==> src/rtl/wb_ctrl_pipe_pkg.sv <==
`default_nettype none
// ============================================================================
// Module   : wb_ctrl_pipe_pkg
// Brief    : Shared widths, write-back select encodings and stage-record layout
//            for the write-back control pipeline.
// Revision : 1.0 - initial release
// ============================================================================
package wb_ctrl_pipe_pkg;

    localparam int RF_ADDR_W = 5;
    localparam int WBSEL_W   = 4;

    localparam logic [WBSEL_W-1:0] WBSEL_MAC = 4'b0001;
    localparam logic [WBSEL_W-1:0] WBSEL_ALU = 4'b0010;
    localparam logic [WBSEL_W-1:0] WBSEL_DM  = 4'b0100;

    // Record layout, LSB first: cond_en, wbsel, waddr, we, valid [, cond]
    localparam int STG_CEN_BIT   = 0;
    localparam int STG_WBSEL_LSB = 1;

    function automatic int stg_waddr_lsb(input int sw);
        return STG_WBSEL_LSB + sw;
    endfunction

    function automatic int stg_we_bit(input int aw, input int sw);
        return stg_waddr_lsb(sw) + aw;
    endfunction

    function automatic int stg_valid_bit(input int aw, input int sw);
        return stg_we_bit(aw, sw) + 1;
    endfunction

    // Width of a record without the cond bit; cond sits just above it.
    function automatic int stg_base_w(input int aw, input int sw);
        return stg_valid_bit(aw, sw) + 1;
    endfunction

endpackage : wb_ctrl_pipe_pkg
`default_nettype wire

==> src/rtl/wb_ctrl_pipe_stage_reg.sv <==
`default_nettype none
// ============================================================================
// Module   : wb_stage_reg
// Brief    : One pipeline stage register with clear > load > hold priority.
// Revision : 1.0 - initial release
// ============================================================================
module wb_stage_reg #(
    parameter int WIDTH = 12
) (
    input  logic             clk,
    input  logic             rst,
    input  logic             i_load,
    input  logic             i_clear,
    input  logic [WIDTH-1:0] i_d,
    output logic [WIDTH-1:0] o_q
);

    logic [WIDTH-1:0] r_q;

    always_ff @(posedge clk or posedge rst) begin
        if (rst) begin
            r_q <= '0;
        end else if (i_clear) begin
            r_q <= '0;
        end else if (i_load) begin
            r_q <= i_d;
        end
    end

    assign o_q = r_q;

endmodule : wb_stage_reg
`default_nettype wire

==> src/rtl/wb_ctrl_pipe.sv <==
`default_nettype none
// ============================================================================
// Module   : wb_ctrl_pipe
// Brief    : Write-back control pipeline P3..WB with stall bubbles, flush kills
//            and conditional-execution qualification of the RF write strobe.
// Revision : 1.0 - initial release
// ============================================================================
module wb_ctrl_pipe #(
    parameter int RF_ADDR_W = wb_ctrl_pipe_pkg::RF_ADDR_W,
    parameter int WBSEL_W   = wb_ctrl_pipe_pkg::WBSEL_W
) (
    input  logic                 clk_i,
    input  logic                 reset_i,
    input  logic                 stall_i,
    input  logic                 flush_i,
    input  logic                 id_valid_i,
    input  logic                 id_rf_we_i,
    input  logic [RF_ADDR_W-1:0] id_rf_waddr_i,
    input  logic [WBSEL_W-1:0]   id_wbsel_i,
    input  logic                 id_cond_en_i,
    input  logic                 flag_cond_i,
    output logic                 p4_we_o,
    output logic [RF_ADDR_W-1:0] p4_waddr_o,
    output logic [WBSEL_W-1:0]   p4_wbsel_o,
    output logic                 p5_we_o,
    output logic [RF_ADDR_W-1:0] p5_waddr_o,
    output logic [WBSEL_W-1:0]   p5_wbsel_o,
    output logic                 cond_p4_o,
    output logic                 cond_p5_o,
    output logic                 cond_wb_o,
    output logic                 wb_we_o,
    output logic [RF_ADDR_W-1:0] wb_waddr_o,
    output logic [WBSEL_W-1:0]   wb_wbsel_o
);

    import wb_ctrl_pipe_pkg::*;

    localparam int c_base_w    = stg_base_w(RF_ADDR_W, WBSEL_W);
    localparam int c_full_w    = c_base_w + 1;
    localparam int c_waddr_lsb = stg_waddr_lsb(WBSEL_W);
    localparam int c_we_bit    = stg_we_bit(RF_ADDR_W, WBSEL_W);
    localparam int c_valid_bit = stg_valid_bit(RF_ADDR_W, WBSEL_W);
    localparam int c_cond_bit  = c_base_w;

    logic [c_base_w-1:0] w_id_stage;
    logic [c_base_w-1:0] r_p3;
    logic [c_base_w-1:0] r_p4;
    logic [c_full_w-1:0] w_p5_d;
    logic [c_full_w-1:0] r_p5;
    logic [c_full_w-1:0] r_wb;
    logic                w_cond_p4;

    // An invalid decode slot becomes an all-zero bubble before entering P3.
    assign w_id_stage = id_valid_i ?
                        {1'b1, id_rf_we_i, id_rf_waddr_i, id_wbsel_i, id_cond_en_i} :
                        '0;

    // Flush outranks stall: the clear path wins even while load is held off.
    wb_stage_reg #(.WIDTH(c_base_w)) u_p3 (
        .clk     (clk_i),
        .rst     (reset_i),
        .i_load  (~stall_i),
        .i_clear (flush_i),
        .i_d     (w_id_stage),
        .o_q     (r_p3)
    );

    wb_stage_reg #(.WIDTH(c_base_w)) u_p4 (
        .clk     (clk_i),
        .rst     (reset_i),
        .i_load  (1'b1),
        .i_clear (stall_i),
        .i_d     (r_p3),
        .o_q     (r_p4)
    );

    assign w_cond_p4 = ~r_p4[STG_CEN_BIT] | flag_cond_i;
    assign w_p5_d    = {w_cond_p4, r_p4};

    wb_stage_reg #(.WIDTH(c_full_w)) u_p5 (
        .clk     (clk_i),
        .rst     (reset_i),
        .i_load  (1'b1),
        .i_clear (1'b0),
        .i_d     (w_p5_d),
        .o_q     (r_p5)
    );

    wb_stage_reg #(.WIDTH(c_full_w)) u_wb (
        .clk     (clk_i),
        .rst     (reset_i),
        .i_load  (1'b1),
        .i_clear (1'b0),
        .i_d     (r_p5),
        .o_q     (r_wb)
    );

    assign p4_we_o    = r_p4[c_valid_bit] & r_p4[c_we_bit];
    assign p4_waddr_o = r_p4[c_waddr_lsb +: RF_ADDR_W];
    assign p4_wbsel_o = r_p4[STG_WBSEL_LSB +: WBSEL_W];
    assign cond_p4_o  = w_cond_p4;

    assign p5_we_o    = r_p5[c_valid_bit] & r_p5[c_we_bit];
    assign p5_waddr_o = r_p5[c_waddr_lsb +: RF_ADDR_W];
    assign p5_wbsel_o = r_p5[STG_WBSEL_LSB +: WBSEL_W];
    assign cond_p5_o  = r_p5[c_cond_bit];

    // A failed condition only masks the strobe; the slot still drains normally.
    assign wb_we_o    = r_wb[c_valid_bit] & r_wb[c_we_bit] & r_wb[c_cond_bit];
    assign wb_waddr_o = r_wb[c_waddr_lsb +: RF_ADDR_W];
    assign wb_wbsel_o = r_wb[STG_WBSEL_LSB +: WBSEL_W];
    assign cond_wb_o  = r_wb[c_cond_bit];

endmodule : wb_ctrl_pipe
`default_nettype wire

==> config.mk <==
export PLATFORM = sky130hd
export DESIGN_NAME = wb_ctrl_pipe
export DESIGN_NICKNAME = d
export VERILOG_FILES = /design/src/rtl/wb_ctrl_pipe_pkg.sv /design/src/rtl/wb_ctrl_pipe_stage_reg.sv /design/src/rtl/wb_ctrl_pipe.sv
export SDC_FILE = /design/constraint.sdc
export NUM_CORES = 1
export LEC_CHECK = 0
export ABC_AREA = 1
export CAP_MARGIN = 30
export CORE_MARGIN = 2
export CORE_UTILIZATION = 42
export DETAILED_ROUTE_END_ITERATION = 10
export PLACE_DENSITY = 0.78
export SETUP_SLACK_MARGIN = 0.1
export SLEW_MARGIN = 30
export SYNTH_ARGS = -nofsm -noshare
export SYNTH_HDL_FRONTEND = slang
export SYNTH_SLANG_ARGS = --single-unit
==> constraint.sdc <==
create_clock -name clk_i -period 1.4 [get_ports clk_i]
set_input_delay 0.21 -clock clk_i [delete_from_list [all_inputs] [get_ports clk_i]]
set_output_delay 0.21 -clock clk_i [all_outputs]
set_load 0.01 [all_outputs]
==> results of run 1 <==
worst max-delay path: cells and delay by family, from the launching register on:
| kind | cells | cell delay (ps) |
|---|---|---|
| flip-flops | 1 | 380 |
| buffers and inverters | 2 | 300 |
| AND/OR/NAND/NOR | 1 | 70 |
metal layers:
layer | GRT usage [%] | routed length (um) | vias up
li1 | - | - | 470
met1 | 10.7 | 916 | 424
met2 | 19.2 | 1130 | 36
met3 | 3.95 | 181 | 9
met4 | 6.75 | 64 | 0
met5 | 0 | 0 | -
flip-flops by register name, summed over array words and instances (netlist names):
name / cells
u_p3.o_q: 12
u_p5.o_q: 12
u_wb.o_q: 12
u_p4.o_q: 12
path summary, 6_finish.rpt:
path,to,slack (ps),startpoint
max,p4_we_o,150,u_p4.o_q[11]
min,u_p5.o_q[12],320,reset_i
max reg2reg,u_p3.o_q[10],780,u_p3.o_q[10]
min reg2reg,u_p5.o_q[7],370,u_p4.o_q[7]
max in group asynchronous,u_p3.o_q[2],870,reset_i
min in group clk_i,u_p5.o_q[7],370,u_p4.o_q[7]
timing repair:
item | CTS | global route
setup buffers | 0 | 0
resized for setup | 33 | 3
setup endpoints to repair | 33 | 2
layout make-up:
class                           count  area [um^2]  area share (%)
Sequential cell                    48         1200            56.7
Timing Repair Buffer               52          482            22.7
Tap cell                           50         62.6            2.95
Inverter                           17         67.6            3.19
Clock inverter                      1         5.00           0.236
Clock buffer                        6         72.6            3.42
Multi-Input combinational cell     54          229            10.8
power groups by stage:
stage	combinational, mW	sequential, mW	clock [mW]
5_1_grt	0.183	1.44	0.824
3_3_place_gp	0.176	1.47	0
2_1_floorplan	0.0990	1.46	0
3_5_place_dp	0.180	1.47	0
6_report	0.163	1.44	0.732
4_1_cts	0.167	1.44	0.765
layout by cell type, fill, tap and decap left out, drive strengths merged, types with 3 or more instances in the layout:
| cell | n |
|---|---|
| nand2 | 28 |
| clkdlybuf4s50 | 16 |
| clkbuf | 7 |
| dfrtp | 48 |
| nor2 | 14 |
| buf | 3 |
| nand3 | 11 |
| inv | 16 |
| dlygate4sd2 | 31 |
cell families after synthesis:
| kind of cell | count (synthesis) |
|---|---|
| AND/OR/NAND/NOR | 54 |
| flip-flops | 48 |
| buffers and inverters | 48 |
==> impl_metrics.yaml, run 1 <==
finish:
  area_growth_pct: 22.9
  fin_nets: 195
  drive_above_1_share_pct: 7.87
  antenna_cells: 0
  postLayoutCoreUtil_pct: 53.4
  instances_no_fill: 228
  final_cell_area_um2: 2120
  num-fill-cells: 352
run:
  drv_cap: 0
setup_path:
  cp_slowest_stage_delay_ps: 380
  cp_cell_sequence: "nand2_1 -> inv_1 -> dlygate4sd2_1"
  cp_slowest_cell: "dfrtp_1"
  arrival_ps: 1040
  required_ps: 1190
  crit_path_start_kind: "flop"
  reg2reg_depth: 2
  critical_path_class: "flop to primary output"
  worst-path-max-fanout: 2
  endpoint_kind: "primary output"
synthesis:
  synth.avg_cell_area_um2: 11.5
  ys_warn_count: 0
  syn_area_um2: 1720
  synth-xor-area-share_pct: 0
  synth_top_cell_by_area: "dfrtp_1"
  synth_cell_types: 13
  synth_top_flop_cell: "dfrtp_1"
  ys_ff_latch: 48
  synth_compound_area_share_pct: 0
  synthAdderAreaFrac_pct: 0
  synth_top_area_share_pct: 69.7
  ys_seq_area_share_pct: 69.7
  yosys-mux-area-fraction_pct: 0
  syn_inst: 150
  yosys-top-cells-count: "dfrtp_1 (48), buf_4 (28), nand2_1 (28)"
  synth_top_family_by_area: "buffers and inverters"
  syn-num-nets: 167
  synth.area.top_cells: "dfrtp_1 (70%), buf_4 (12%), nand2_1 (6.1%)"
  post-synth-top-count-cell: "dfrtp_1"
  yosys.area_share.simple_pct: 13.3
  synth_edf_count: 0
  synthArstFlopShare_pct: 100
route:
  vias_per_cell: 4.12
  wl_per_cell_um: 10.0
  finalWirelength_um: 2290
  drt_pass1_iterations: 2
  first_iter_violations: 65
  num_vias: 939
  drc_errors: 0
  ant_nets: 0
hold_path:
  min_path_type: "input pin to asynchronous set/reset pin"
placement:
  place_congestion: 0.674
  placed_area_um2: 2090
  port-buffer-count: 49
  post-dp-hpwl_um: 1700
  dp.cells: 221
  dp_slack_ps: -112
cts:
  clock_latency_ps: 290
  max-clock-path-buffers: 2
  cts_sinks: 48
  htree_levels: 2
  cts-buffers-inserted: 5
  cts.clk_slew.worst_paths_ps: 80
  hold_buffers: 0
  root_buffer: "clkbuf_8"
  cts_tree: "done"
timing:
  finalHoldViolCount: 0
  slew_violations: 0
  tns_ps: 0
  post-route-worst-setup-slack_ps: 151
  clock_skew_ps: 3.24
  relSlewSlack_pct: 73.0
  period_needed_ps: 1250
  hold_ws_ps: 319
  finalCritPeriodShare_pct: 89.2
  setup_violations: 0
  worst_slew_pin_slew_ps: 404
  maxClockFrequency_mhz: 801
  rsz0062_at_grt: "false"
global_routing:
  grt_pass1_vias: 880
  grt_usage_pct: 10.9
  grt_pass1_wl_um: 3620
  grt-ovfl-total: 0
  grt_max_degree: 49
  antenna_found_initial: 0
pwr:
  clkPwrFrac_pct: 31.4
  power_switching_uw: 491
  leakage_nw: 1.19
  peakVddDrop_mv: 0.362
  p_int_mw: 1.84
  power_mw: 2.33
  p_per_area_nw_per_um2: 1100
  swShare_pct: 21.1
  combinationalPowerShare_pct: 7.0
  seqPwrFrac_pct: 61.6
floorplan:
  start_util_pct: 43.4
  placementRows: 23
  die_w_um: 68.1
  die_h_um: 68.1
  die_area_um2: 4630
  num_io_pins: 50
  fp.coreArea_um2: 3970
status:
  status: "complete, no violations"
Power figures use the tool's default switching activity.
==> inputs of run 2 (changes only) <==
- PLACE_DENSITY: 0.78 -> 0.75
- SLEW_MARGIN: 30 -> default
==> run 2 against run 1 <==
Effect of this change:
- worst setup slack better by 26 ps
- via count is 4.9% higher
- cell area is 2.2% higher
- sequential share of layout area is 1.2 points lower
- combinational power hardly changed
- critical path type unchanged
==> impl_metrics.yaml, run 2 (same netlist as run 1, synthesis figures left out) <==
status:
  status: "complete, no violations"
floorplan:
  num_io_pins: 50
  start_util_pct: 43.4
  die_area_um2: 4630
  die_h_um: 68.1
  placementRows: 23
  fp.coreArea_um2: 3970
  die_w_um: 68.1
cts:
  post_cts_buffers: 0
  htree_levels: 2
  cts-buffers-inserted: 5
  cts_tree: "done"
  root_buffer: "clkbuf_8"
  cts_sinks: 48
  clock_latency_ps: 300
  cts.clk_slew.worst_paths_ps: 80
  max-clock-path-buffers: 2
setup_path:
  arrival_ps: 1010
  reg2reg_depth: 2
  cp_slowest_cell: "dfrtp_1"
  required_ps: 1190
  worst-path-max-fanout: 2
  cp_cell_sequence: "nand2_1 -> inv_1 -> clkdlybuf4s15_1"
  endpoint_kind: "primary output"
  cp.depth: 3
  worst-path-buf-inv: 2
  crit_path_start_kind: "flop"
  path_delay_family: "flip-flops"
  cp_slowest_stage_delay_ps: 390
  critical_path_class: "flop to primary output"
global_routing:
  grt_pass1_vias: 992
  grt_pass1_wl_um: 4060
  grt_max_degree: 49
  grt-ovfl-total: 0
  grt_usage_pct: 12.6
  antenna_found_initial: 0
route:
  num_vias: 985
  wl_per_cell_um: 11.2
  ant_nets: 0
  drc_errors: 0
  finalWirelength_um: 2570
  drt_pass1_iterations: 4
  first_iter_violations: 58
  vias_per_cell: 4.30
placement:
  port-buffer-count: 49
  post-dp-hpwl_um: 1820
  dp.cells: 221
  place_congestion: 0.696
  dp_slack_ps: -129
timing:
  relSlewSlack_pct: 72.7
  clock_skew_ps: 2.65
  period_needed_ps: 1220
  rsz0062_at_grt: "false"
  finalHoldViolCount: 0
  tns_ps: 0
  post-route-worst-setup-slack_ps: 177
  slew_violations: 0
  maxClockFrequency_mhz: 818
  hold_ws_ps: 315
  worst_slew_pin_slew_ps: 408
  finalCritPeriodShare_pct: 87.3
  setup_violations: 0
finish:
  layout_common_cells: "dfrtp_1 (48), dlygate4sd2_1 (29), nand2_1 (28), clkdlybuf4s50_1 (16), inv_1 (15)"
  layout_commonest_cell: "dfrtp_1"
  drive_above_1_share_pct: 9.50
  antenna_cells: 0
  num-fill-cells: 349
  instances_no_fill: 229
  seq_area_um2: 1200
  area_growth_pct: 25.6
  fin_nets: 195
  multi_input_area_um2: 229
pwr:
  leakage_nw: 1.21
  peakVddDrop_mv: 0.532
  p_per_area_nw_per_um2: 1230
hold_path:
  min_path_type: "input pin to asynchronous set/reset pin"
run:
  drv_cap: 0
## run 2: cell count changes in the layout (fill, tap and decap cells not counted), sizes merged
cell / previous run / this run
bufinv: 0 / 1
clkdlybuf4s15: 1 / 2
clkbuf: 7 / 9
clkinv: 1 / 0
dlygate4sd2: 31 / 29
## run 2: per-stage QoR
| step | instance area (um^2) | power (mW) | utilization (%) |
|---|---|---|---|
| final | 2170 | 2.66 | 54.5 |
| after global routing | 2170 | 2.77 | 54.5 |
| after CTS | 2170 | 2.69 | 54.7 |
| after detailed placement | 2090 | 1.65 | 52.5 |
| after global placement | 2090 | 1.64 | 52.5 |
| after floorplan | 1730 | 1.56 | - |
## run 2: metal layers
layer  up-vias  track usage, %  routed length (um)  share of wire, %
met5         -               0                   0                 0
li1        473               -                   -                 -
met4         0            7.50                  72               2.8
met1       469            11.9                 928                36
met3         7            5.10                 203               7.9
met2        36            22.7                1370                53
## run 2: worst paths after layout
path                         startpoint     endpoint  slack [ps]
max                        u_p4.o_q[11]      p4_we_o         180
max in group asynchronous       reset_i  u_p4.o_q[1]         890
min in group clk_i          u_p4.o_q[1]  u_p5.o_q[1]         370
min                             reset_i  u_wb.o_q[9]         310
max reg2reg                 u_p3.o_q[3]  u_p3.o_q[3]         760
min reg2reg                 u_p4.o_q[1]  u_p5.o_q[1]         370
## run 2: area by class of cell
class,instances,share of cell area (%)
well taps,50,2.89
flip-flops and latches,48,55.5
inverters,17,3.12
repair buffers,52,22.1
multi-input cells,54,10.6
clock inverters,1,1.39
clock buffers,7,4.45
## run 2: tightest hold or removal path: cells and delay by family
family	cells	cell delay (ps)
buf+inv	3	780
## run 2: repair_timing
action | CTS | global route
resized for setup | 33 | 6
hold buffers | 0 | 0
setup endpoints to repair | 33 | 4
## run 2: power by group
| group | total (mW) | switching [mW] | internal (mW) |
|---|---|---|---|
| logic | 0.164 | 0.0849 | 0.0794 |
| registers | 1.44 | 0.0162 | 1.42 |
| clock network | 1.05 | 0.424 | 0.629 |
| total | 2.66 | 0.525 | 2.13 |
